## config.mk

```make
export PLATFORM = sky130hd
export DESIGN_NAME = lsu_dmem_ctrl
export DESIGN_NICKNAME = d
export VERILOG_FILES = /design/src/rtl/lsu_dmem_ctrl_pkg.sv /design/src/rtl/lsu_dmem_ctrl_access_check.sv /design/src/rtl/lsu_dmem_ctrl.sv
export SDC_FILE = /design/constraint.sdc
export NUM_CORES = 1
export LEC_CHECK = 0
export ABC_CLOCK_PERIOD_IN_PS = 1950
export BUFFER_PORTS_ARGS = -buffer_cell sky130_fd_sc_hd__buf_4
export CELL_PAD_IN_SITES_DETAIL_PLACEMENT = 1
export CELL_PAD_IN_SITES_GLOBAL_PLACEMENT = 2
export CORE_ASPECT_RATIO = 0.75
export CORE_UTILIZATION = 28
export DETAILED_ROUTE_END_ITERATION = 12
export PLACE_DENSITY = 0.89
export SLEW_MARGIN = 40
export SYNTH_ARGS = -nofsm -noshare
export SYNTH_HDL_FRONTEND = slang
export SYNTH_SLANG_ARGS = --single-unit
```

## constraint.sdc

```tcl
create_clock -name clk -period 1.95 [get_ports clk]
set_clock_uncertainty 0.15 [all_clocks]
set_input_delay 0.195 -clock clk [delete_from_list [all_inputs] [get_ports clk]]
set_output_delay 0.195 -clock clk [all_outputs]
set_load 0.02 [all_outputs]
```

## src/rtl/lsu_dmem_ctrl_pkg.sv

```systemverilog
// Shared definitions for the load/store sequencer in front of dmem.
// Holds the dmem memop encodings, the sequencer state enum and the
// default size of the dmem byte space.
package lsu_dmem_ctrl_pkg;

  localparam logic [2:0] MOP_W  = 3'b000;
  localparam logic [2:0] MOP_B  = 3'b001;
  localparam logic [2:0] MOP_H  = 3'b010;
  localparam logic [2:0] MOP_BU = 3'b101;
  localparam logic [2:0] MOP_HU = 3'b110;

  // First byte address outside dmem (17-bit byte space).
  localparam logic [31:0] ADDR_LIMIT_DEF = 32'h0002_0000;

  typedef enum logic [2:0] {
    ST_IDLE  = 3'd0,
    ST_RD_HI = 3'd1,
    ST_RD_LO = 3'd2,
    ST_WR    = 3'd3,
    ST_RESP  = 3'd4
  } lsu_state_t;

endpackage

```

## src/rtl/lsu_dmem_ctrl_access_check.sv

```systemverilog
// lsu_access_check: combinational error decode for one dmem access.
// Ports:
//   op   - dmem memop
//   we   - 1 = store
//   addr - byte address
//   err  - illegal op, store with unsigned op, misaligned h/w, or out of range
module lsu_access_check
  import lsu_dmem_ctrl_pkg::*;
#(
  parameter logic [31:0] ADDR_LIMIT = ADDR_LIMIT_DEF
) (
  input  logic [2:0]  op,
  input  logic        we,
  input  logic [31:0] addr,
  output logic        err
);

  always_comb begin
    err = 1'b0;
    case (op)
      MOP_W:   err = (addr[1:0] != 2'b00);
      MOP_B:   err = 1'b0;
      MOP_H:   err = addr[0];
      MOP_BU:  err = we;             // unsigned variants are load-only
      MOP_HU:  err = we | addr[0];
      default: err = 1'b1;
    endcase
    if (addr >= ADDR_LIMIT) err = 1'b1;
  end

endmodule

```

## src/rtl/lsu_dmem_ctrl.sv

```systemverilog
// lsu_dmem_ctrl: load/store sequencer between the core memory stage and
// the dual-clock dmem. One request at a time; generates the dmem read
// strobe (sampled on its falling edge) and write strobe (commit on its
// rising edge) from clk, and returns load data / store completion.
// Ports:
//   clk, rst_n                       - system clock, async active-low reset
//   req_valid/req_ready/req_we/req_op/req_addr/req_wdata - request channel
//   rsp_valid/rsp_ready/rsp_rdata/rsp_err                - response channel
//   dmem_addr/datain/op/we/rdclk/wrclk, dmem_dataout     - dmem interface
//   stat_loads/stat_stores/stat_errs - saturating counters (LSU_STATS_EN only)
// Optional feature macro: LSU_STATS_EN.
// All outputs are registered.
module lsu_dmem_ctrl
  import lsu_dmem_ctrl_pkg::*;
#(
  parameter logic [31:0] ADDR_LIMIT = ADDR_LIMIT_DEF,
  parameter int          STAT_W     = 16
) (
  input  logic              clk,
  input  logic              rst_n,
  input  logic              req_valid,
  output logic              req_ready,
  input  logic              req_we,
  input  logic [2:0]        req_op,
  input  logic [31:0]       req_addr,
  input  logic [31:0]       req_wdata,
  output logic              rsp_valid,
  input  logic              rsp_ready,
  output logic [31:0]       rsp_rdata,
  output logic              rsp_err,
  output logic [31:0]       dmem_addr,
  output logic [31:0]       dmem_datain,
  output logic [2:0]        dmem_op,
  output logic              dmem_we,
  output logic              dmem_rdclk,
  output logic              dmem_wrclk,
`ifdef LSU_STATS_EN
  output logic [STAT_W-1:0] stat_loads,
  output logic [STAT_W-1:0] stat_stores,
  output logic [STAT_W-1:0] stat_errs,
`endif
  input  logic [31:0]       dmem_dataout
);

  lsu_state_t  state, nxt_state;
  logic        nxt_req_ready, nxt_rsp_valid, nxt_rsp_err;
  logic [31:0] nxt_rsp_rdata, nxt_addr, nxt_datain;
  logic [2:0]  nxt_op;
  logic        nxt_we, nxt_rdclk, nxt_wrclk;
  logic        acc_err;

  lsu_access_check #(.ADDR_LIMIT(ADDR_LIMIT)) u_chk (
    .op   (req_op),
    .we   (req_we),
    .addr (req_addr),
    .err  (acc_err)
  );

  always_comb begin
    nxt_state     = state;
    nxt_req_ready = req_ready;
    nxt_rsp_valid = rsp_valid;
    nxt_rsp_err   = rsp_err;
    nxt_rsp_rdata = rsp_rdata;
    nxt_addr      = dmem_addr;
    nxt_datain    = dmem_datain;
    nxt_op        = dmem_op;
    nxt_we        = dmem_we;
    nxt_rdclk     = 1'b0;
    nxt_wrclk     = 1'b0;
    case (state)
      ST_IDLE: if (req_valid) begin
        nxt_req_ready = 1'b0;
        nxt_addr      = req_addr;
        nxt_datain    = req_wdata;
        nxt_op        = req_op;
        nxt_rsp_rdata = '0;
        if (acc_err) begin
          // Skip the strobe sequence entirely so dmem is never touched.
          nxt_state     = ST_RESP;
          nxt_rsp_valid = 1'b1;
          nxt_rsp_err   = 1'b1;
          nxt_we        = 1'b0;
        end else begin
          nxt_state   = ST_RD_HI;
          nxt_rsp_err = 1'b0;
          nxt_we      = req_we;
          nxt_rdclk   = 1'b1;
        end
      end
      ST_RD_HI: nxt_state = ST_RD_LO;  // rdclk falls entering RD_LO
      ST_RD_LO: begin
        if (dmem_we) begin
          // Old word is now captured inside dmem for byte merging.
          nxt_state = ST_WR;
          nxt_wrclk = 1'b1;
        end else begin
          nxt_state     = ST_RESP;
          nxt_rsp_valid = 1'b1;
          nxt_rsp_rdata = dmem_dataout;
        end
      end
      ST_WR: begin
        nxt_state     = ST_RESP;
        nxt_rsp_valid = 1'b1;
      end
      ST_RESP: if (rsp_ready) begin
        nxt_state     = ST_IDLE;
        nxt_rsp_valid = 1'b0;
        nxt_we        = 1'b0;
        nxt_req_ready = 1'b1;
      end
      default: begin
        nxt_state     = ST_IDLE;
        nxt_req_ready = 1'b1;
        nxt_rsp_valid = 1'b0;
        nxt_we        = 1'b0;
      end
    endcase
  end

  always_ff @(posedge clk or negedge rst_n) begin
    if (!rst_n) begin
      state       <= ST_IDLE;
      req_ready   <= 1'b1;
      rsp_valid   <= 1'b0;
      rsp_rdata   <= '0;
      rsp_err     <= 1'b0;
      dmem_addr   <= '0;
      dmem_datain <= '0;
      dmem_op     <= MOP_W;
      dmem_we     <= 1'b0;
      dmem_rdclk  <= 1'b0;
      dmem_wrclk  <= 1'b0;
    end else begin
      state       <= nxt_state;
      req_ready   <= nxt_req_ready;
      rsp_valid   <= nxt_rsp_valid;
      rsp_rdata   <= nxt_rsp_rdata;
      rsp_err     <= nxt_rsp_err;
      dmem_addr   <= nxt_addr;
      dmem_datain <= nxt_datain;
      dmem_op     <= nxt_op;
      dmem_we     <= nxt_we;
      dmem_rdclk  <= nxt_rdclk;
      dmem_wrclk  <= nxt_wrclk;
    end
  end

`ifdef LSU_STATS_EN
  logic rsp_hs;
  assign rsp_hs = (state == ST_RESP) && rsp_ready;

  always_ff @(posedge clk or negedge rst_n) begin
    if (!rst_n) begin
      stat_loads  <= '0;
      stat_stores <= '0;
      stat_errs   <= '0;
    end else if (rsp_hs) begin
      if (rsp_err) begin
        if (stat_errs != '1) stat_errs <= stat_errs + 1'b1;
      end else if (dmem_we) begin
        if (stat_stores != '1) stat_stores <= stat_stores + 1'b1;
      end else begin
        if (stat_loads != '1) stat_loads <= stat_loads + 1'b1;
      end
    end
  end
`endif

endmodule
```

## Yosys cells after proc, flatten, opt, wreduce, memory -nomap -nowiden

Index checks and enable logic that the tools add are counted.

| storage, ports and cells | value |
|---|---|
| register bits | 108 |
| input port bits | 104 |
| output and inout bits | 105 |

| cells by class | value |
|---|---|
| $lt $le $gt $ge | 1 |
| equality and inequality tests | 12 |
| muxes and demuxes | 27 |
| bitwise gates (word level) | 3 |
| reductions and logical operators | 10 |

Operators by type and width:

| cell | number |
|---|---|
| 2-to-1 mux 32 bit | 2 |
| case mux 32 bit (2 select lines) | 1 |
| >= comparator 32 x 18 -> 1 bit, second input constant | 1 |
| 2-to-1 mux 1 bit | 15 |
| case mux 3 bit (5 select lines) | 1 |
| 2-to-1 mux 3 bit | 4 |
| case mux 1 bit (5 select lines) | 2 |
| == test 3 x 2 -> 1 bit, second input constant | 3 |
| == test 3 bit, second input constant | 3 |
| inequality test 2 bit, second input constant | 4 |
| == test 3 x 1 -> 1 bit, second input constant | 2 |
| logical NOT 3 bit | 2 |
| case mux 1 bit (3 select lines) | 2 |
| AND reduction 3 bit | 2 |
| AND reduction 5 bit | 1 |
| AND reduction 2 bit | 2 |
| nonzero test 2 bit | 2 |
| OR reduction 3 bit | 1 |
| inverter 1 bit | 2 |
| OR 1 bit | 1 |

## Logic depth before layout (Yosys ltp)

Gate-level depths: netlist of run 1.

| depth | value |
|---|---|
| depth after elaboration | 6 |
| mapped depth | 7 |
| depth with buffers taken out | 7 |

## Cells and area by module

A second synthesis of run 1 with hierarchy kept.

| unflattened totals | value |
|---|---|
| cells, all modules | 322 |
| area total of the unflattened synthesis | 4410.5 sq um |

By module, submodules not included:

| module | times used | cells each | area each (sq um) | sequential area each (sq um) |
|---|---|---|---|---|
| lsu_dmem_ctrl | 1 | 312 | 4349.2 | 2703.8 |
| lsu_access_check | 1 | 10 | 61.3 | 0.0 |

## Worst setup path after synthesis of run 1

No wires, ideal clock.

| path | value |
|---|---|
| path kind | register -> register |
| start point | register state[2] |
| end point | register dmem_addr[15] |
| setup time | 0.127 ns |
| arrival time | 1.513 ns |
| required time | 1.673 ns |
| path slack | 0.159 ns |
| stages on the path, launching flop included | 6 |
| path buffers | 3 |
| clock period less this slack | 1.791 ns |
| cells stage by stage | dfrtp_1 buf_2 nor4b_4 buf_4 buf_6 mux2_1 |

| on the way | value |
|---|---|
| word-level cells in the longest chain between the ends | 2 |

Ends and longest elaborated chain:

| element | RTL line | text |
|---|---|---|
| start, declared | lsu_dmem_ctrl.sv:45 | `lsu_state_t state, nxt_state;` |
| start signal, assigned | lsu_dmem_ctrl.sv:136 | `state <= nxt_state;` |
| logical NOT 3 bit | lsu_dmem_ctrl.sv:71 | `case (state)` |
| AND reduction 2 bit (no source line) | - |  |
| end signal, assigned | lsu_dmem_ctrl.sv:141 | `dmem_addr <= nxt_addr;` |
| end, declared | lsu_dmem_ctrl.sv:31 | `output logic [31:0] dmem_addr,` |

No other way between the ends.
A chain may end at the register's enable or synchronous reset.

## Worst setup path in the final report of run 1

| path | value |
|---|---|
| start point | input req_op[1] |
| end point | register dmem_we |

| on the way | value |
|---|---|
| word-level cells in the longest chain between the ends | 6 |
| elaborated cells between the ends (all ways) | 10 |

Ends and longest elaborated chain:

| element | RTL line | text |
|---|---|---|
| start, declared | lsu_dmem_ctrl.sv:24 | `input logic [2:0] req_op,` |
| == test 3 bit, or another cell as far along | lsu_dmem_ctrl_access_check.sv:20 | `case (op)` |
| case mux 1 bit (5 select lines) * | lsu_dmem_ctrl_access_check.sv:20 |  |
| 2-to-1 mux 1 bit * | lsu_dmem_ctrl_access_check.sv:28 | `if (addr >= ADDR_LIMIT) err = 1'b1;` |
| 2-to-1 mux 1 bit * | lsu_dmem_ctrl.sv:78 | `if (acc_err) begin` |
| 2-to-1 mux 1 bit * | lsu_dmem_ctrl.sv:72 | `ST_IDLE: if (req_valid) begin` |
| case mux 1 bit (3 select lines) * | lsu_dmem_ctrl.sv:71 |  |
| end signal, assigned | lsu_dmem_ctrl.sv:144 | `dmem_we <= nxt_we;` |
| end, declared | lsu_dmem_ctrl.sv:34 | `output logic dmem_we,` |

Every way passes the cells marked *; elsewhere a longest branch is shown, timed or not. The select of a mux whose other input is x is not followed.

==> results.toml, run 1 <==
[outcome]
status = "complete, no violations"

[clocking]
cts-buffers-inserted = 9
cts.clk_slew.worst_paths_ps = 70
clock_latency_ps = 340
h-tree-depth = 3
cts.sinks = 108
cts_tree = "done"
cts_buffer_depth = 2
cts_root_buffer = "clkbuf_16"

[layout]
nets = 763
area_growth_pct = 77.5
postLayoutCoreUtil = 0.516
drive_gt1_frac = 0.458
multi_input_area_um2 = 1490
antennaDiodeCount = 0
fillers = 1555
regArea_um2 = 2710

[pwr]
finalPower_mw = 6.44
leakagePower_nw = 3.52
p_per_area_nw_per_um2 = 853
ir_worst_vdd_uv = 467

[setup_path]
r2r-start = "state[1]"
crit_chain = "dlygate4sd3_1, buf_4, inv_2, ha_2, nor2b_4, mux2i_2, nor3_4, buf_4, a32o_1"
cp_slowest_stage_delay_ps = 530
r2r_cells = 4
path_delay_family = "buffers and inverters"
critPathArrivalTime_ps = 2000
path_buf_inv = 4
start_kind = "primary input"
cp-end-kind = "flop"
timing.rr.end = "dmem_op[0]"
cp_data_required_time_ps = 2030
crit_path_max_fanout = 3
slowest_stage = "dlygate4sd3_1"
path_class = "primary input to flop"
critical_path.most_common_cell = "buf_4"
r2r_slack_ps = 50

[yosys]
ys_seq_elements = 108
synth_nets = 439
yosys_warnings = 0
syn_area_um2 = 4250
synth_async_sr_flop_share = 1.00
syn_area_per_cell_um2 = 12.8
ys_seq_area_frac = 0.636
synth_edf_count = 0
syn_inst = 332
synth-main-ff-cell = "dfrtp_1"
yosys.cell_types.count = 30
ys_top_cells_by_count = "107 x dfrtp_1, 67 x nand2_1, 48 x mux2_2"
synth.area.top_cells = "dfrtp_1 63%, mux2_2 13%, nand2_1 5.9%"
yosysTopAreaCellShare = 0.630
yosysMostFrequentCell = "dfrtp_1"
synth_largest_area_cell = "dfrtp_1"

[timing]
grt_setup_unrepaired = "yes"
fin_crit_sh = 0.984
tightest_slew_ps = 636
drv_slew = 0
slew_headroom = 0.572
layout_setup_ws_ps = 32.1
max_freq_mhz = 521
setup_viol = 0
hold_viol = 0
fin_crit_ps = 1920

[place]
place_ws_ps = -141
dpl.hpwl_mm = 9.37
port_buffers = 208
place_congestion = 0.740

[min_path]
whs_path_depth = 3
holdPathEnd = "req_ready"
worstHoldStart = "rsp_ready"
hp-class = "primary input to flop"

[global_routing]
grt_pass1_vias = 4359
grt-ovfl-total = 0
grt_max_degree = 46
track_usage = 0.195
antenna_found_initial = 0
grt_pass1_wl_mm = 23.1

[floorplanning]
coreArea_um2 = 14600
die_h_um = 109
dieWidth_um = 144
initial_utilization = 0.290
io_pins = 209
die_area_um2 = 15700
num_rows = 38

[route]
drtIter0Drc = 78
avgRoutedWirePerCell_um = 17.4
wl_mm = 15.0
ant_nets = 0
vias = 3795
dr.pass1.iters = 4
route.detailed.drc = 0
via_per_inst = 4.41

[job]
maxCapViolCount = 0
through the flow:
step / cells / TNS [ps] / cell area, um2 / hold slack [ps]
global placement: 739 / -1320 / 6140 / 22.6
finish: 861 / 0 / 7550 / 34.4
detailed placement: 740 / -474 / 6170 / 27.5
floorplan: 332 / 0 / 4250 / -251
CTS: 858 / 0 / 7480 / 25.1
global route: 861 / -808 / 7550 / 29.9
registers in the layout, indices dropped and copies added (netlist names):
register	count
rsp_rdata	32
dmem_wrclk	1
state	3
rsp_valid	1
dmem_we	1
dmem_op	3
dmem_datain	32
dmem_addr	32
rsp_err	1
req_ready	1
dmem_rdclk	1
tightest hold or removal path, cell delays in order:
cell	delay [ps]
buf_4	80
nor3_1	50
a21oi_1	150
worst max path at each step:
stage / endpoint / start / cells after the start
after floorplan: dmem_addr[15] / state[2] / 5
after global placement: rsp_valid / req_addr[24] / 7
after detailed placement: rsp_valid / req_addr[24] / 7
after CTS: state[2] / state[0] / 6
after global routing: dmem_addr[4] / state[1] / 4
final: dmem_we / req_op[1] / 9
cell usage in the layout, fill, tap and decap left out, types with 2 or more instances in the layout:
master           n
buf_4          221
dfrtp_1        105
dlygate4sd3_1  101
nand2_1         67
mux2_2          47
o21ai_0         33
mux2_1          19
clkbuf_16        9
nor2_1           7
inv_1            3
nor4_1           3
and2_1           2
nor3_1           2
a21oi_1          2
a22o_1           2
ha_1             2
clkbuf_1         2
inv_6            2
buf_6            2
buf_16           2
buf_12           2
dfrtp_2          2
what timing repair did:
| item | 4_1_cts | 5_1_grt |
|---|---|---|
| endpoints found under the setup margin | 7 | 76 |
| hold buffers | 102 | 0 |
| gates cloned | 0 | 0 |
| setup buffers | 0 | 3 |
| resized for setup | 3 | 14 |
| hold endpoints to repair | 130 | 0 |
| pin swaps | 0 | 1 |
power breakdown:
| group | internal (mW) | switching, mW | leakage, nW | total (mW) |
|---|---|---|---|---|
| clock network | 0.914 | 0.837 | 0.138 | 1.75 |
| logic | 0.993 | 0.929 | 2.05 | 1.92 |
| registers | 2.57 | 0.200 | 1.34 | 2.77 |
| total | 4.48 | 1.97 | 3.52 | 6.44 |
cells by family after synthesis:
kind of cell / after synthesis / share of synthesized area
AO/OA/AOI/OAI: 41 / 0.0533
adder cells (fa/ha/maj): 3 / 0.00883
buffers and inverters: 21 / 0.0250
flip-flops: 108 / 0.636
multiplexers: 69 / 0.182
AND/OR/NAND/NOR: 90 / 0.0950
layout make-up:
type | instances | share of cell area
Clock inverter | 4 | 0.00414
Sequential cell | 108 | 0.358
Multi-Input combinational cell | 203 | 0.197
Inverter | 4 | 0.00199
Tap cell | 200 | 0.0331
Timing Repair Buffer | 330 | 0.373
Clock buffer | 12 | 0.0326
routing by layer:
metal | track usage | vias up | wire [um]
li1 | - | 1770 | -
met4 | 0.0609 | 0 | 313
met2 | 0.366 | 146 | 8010
met3 | 0.0597 | 23 | 1020
met5 | 0 | - | 0
met1 | 0.209 | 1856 | 5660
Note: power is estimated with default switching activity, not from simulation.
==> run 2: changes to the inputs <==
--- a/config.mk
+++ b/config.mk
@@ -6,7 +6,8 @@
 export NUM_CORES = 1
 export LEC_CHECK = 0
 export ABC_CLOCK_PERIOD_IN_PS = 1950
-export BUFFER_PORTS_ARGS = -buffer_cell sky130_fd_sc_hd__buf_4
+export BUFFER_PORTS_ARGS = -buffer_cell sky130_fd_sc_hd__buf_2
+export CAP_MARGIN = 20
 export CELL_PAD_IN_SITES_DETAIL_PLACEMENT = 1
 export CELL_PAD_IN_SITES_GLOBAL_PLACEMENT = 2
 export CORE_ASPECT_RATIO = 0.75
==> run 2 against run 1 <==
Clock power is 9% higher. Critical path depth is 5 lower. Utilization down 4.2 points. Critical path type is now flop to flop. Critical endpoint is now dmem_addr[9].
==> results.toml, run 2 (synthesized netlist as in run 1, its figures left out) <==
[setup_path]
critPathArrivalTime_ps = 1930
path_buf_inv = 2
path_class = "flop to flop"
r2r-start = "state[1]"
crit_path_max_fanout = 35
cp_slowest_stage_delay_ps = 460
r2r_cells = 4
start_kind = "flop"
cp-end-kind = "flop"
r2r_slack_ps = 100
timing.rr.end = "dmem_addr[9]"
crit_chain = "nor4b_4, buf_4, buf_12, mux2_2"
slowest_stage = "dfrtp_1"
path_delay_family = "flip-flops"
cp_data_required_time_ps = 2030
crit_start = "state[1]"

[layout]
stdcell_count = 851
regArea_um2 = 2700
drive_gt1_frac = 0.445
nets = 753
layout_common_cells = "207 x buf_2, 107 x dfrtp_1, 100 x dlygate4sd3_1"
final_common_cell = "buf_2"
stdcell_area_um2 = 6930
multi_input_area_um2 = 1460
largestRegisters = "dmem_addr x32, dmem_datain x32, rsp_rdata x32"
area_growth_pct = 62.9
fillers = 1645
antennaDiodeCount = 0
postLayoutCoreUtil = 0.473

[floorplanning]
initial_utilization = 0.290
coreArea_um2 = 14600
num_rows = 38
io_pins = 209
die_area_um2 = 15700
die_h_um = 109
dieWidth_um = 144

[pwr]
p_seq_frac = 0.438
p_int_mw = 4.35
pwr-share-comb = 0.259
leakagePower_nw = 3.31
ir_worst_vdd_uv = 471
p_switching_mw = 1.93
swShare = 0.307
clock_power_share = 0.303
p_per_area_nw_per_um2 = 906

[route]
vias = 3709
via_per_inst = 4.36
ant_nets = 0
route.detailed.drc = 0
dr.pass1.iters = 4
wl_mm = 13.4
drtIter0Drc = 101
avgRoutedWirePerCell_um = 15.7

[clocking]
cts.sinks = 108
h-tree-depth = 3
cts_buffer_depth = 2
cts_tree = "done"
cts_root_buffer = "clkbuf_16"
clock_latency_ps = 340
cts.clk_slew.worst_paths_ps = 80
cts-buffers-inserted = 9

[place]
place_congestion = 0.740
port_buffers = 208
place_inst = 734
dpl.hpwl_mm = 8.66
place_ws_ps = -89.5
placed_cell_area_um2 = 5600

[timing]
tightest_slew_ps = 556
layout_setup_ws_ps = 98.3
setup_viol = 0
max_freq_mhz = 540
hold_viol = 0
grt_setup_unrepaired = "no"
fin_crit_ps = 1850
fin_crit_sh = 0.950
slew_headroom = 0.626
drv_slew = 0
holdWs_ps = 3.34

[min_path]
whs_path_depth = 2
holdPathEnd = "dmem_we"
hp-class = "primary input to flop"
worstHoldStart = "req_we"

[outcome]
status = "complete, no violations"

[job]
maxCapViolCount = 0

[global_routing]
antenna_found_initial = 0
grt_max_degree = 65
grt_pass1_wl_mm = 20.9
grt_pass1_vias = 4208
track_usage = 0.174
grt-ovfl-total = 0
==> run 2: how the worst max path moves through the flow <==
| stage | end | slack, ps | cells past startpoint |
|---|---|---|---|
| finish | dmem_addr[9] | 100 | 4 |
| global route | rsp_valid | 10 | 6 |
| CTS | rsp_rdata[5] | 7 | 5 |
| detailed placement | rsp_valid | -90 | 7 |
| global placement | rsp_valid | -40 | 7 |
| floorplan | dmem_addr[15] | 160 | 5 |
==> run 2: final cells by class <==
| type | instances | area share |
|---|---|---|
| multi-input cells | 203 | 0.211 |
| clock inverters | 5 | 0.00975 |
| repair buffers | 320 | 0.316 |
| clock buffers | 11 | 0.0350 |
| well taps | 200 | 0.0361 |
| flip-flops and latches | 108 | 0.390 |
| inverters | 4 | 0.00217 |
==> run 2: per-layer routing <==
layer	vias to the layer above	track usage	share of wire
met5	-	0	0
met4	0	0.0707	0.026
met3	24	0.0540	0.066
met2	145	0.316	0.51
met1	1784	0.189	0.40
li1	1756	-	-
==> run 2: repair_timing <==
action,CTS,global route
hold buffers,100,0
setup endpoints to repair,0,36
setup buffers,0,1
hold endpoints to repair,192,0
resized for setup,0,3
==> run 2: per-stage QoR <==
step	total power, mW	TNS, ps
floorplan	3.60	0
global route	6.57	0
CTS	6.33	0
finish	6.27	0
detailed placement	4.25	-246
global placement	4.18	-70.4
==> run 2: power by group through the flow <==
| stage | Clock (mW) | Combinational, mW | Sequential (mW) |
|---|---|---|---|
| 6_report | 1.90 | 1.62 | 2.75 |
| 5_1_grt | 2.04 | 1.74 | 2.79 |
| 4_1_cts | 1.97 | 1.62 | 2.74 |
| 3_5_place_dp | 0 | 1.47 | 2.78 |
| 3_3_place_gp | 0 | 1.43 | 2.75 |
| 2_1_floorplan | 0 | 0.428 | 3.17 |
==> run 2: worst reg2reg max path: stages (launching register included) <==
cell and delay (ps):
dfrtp_1 460, nor4b_4 370, buf_4 180, buf_12 200, mux2_2 390
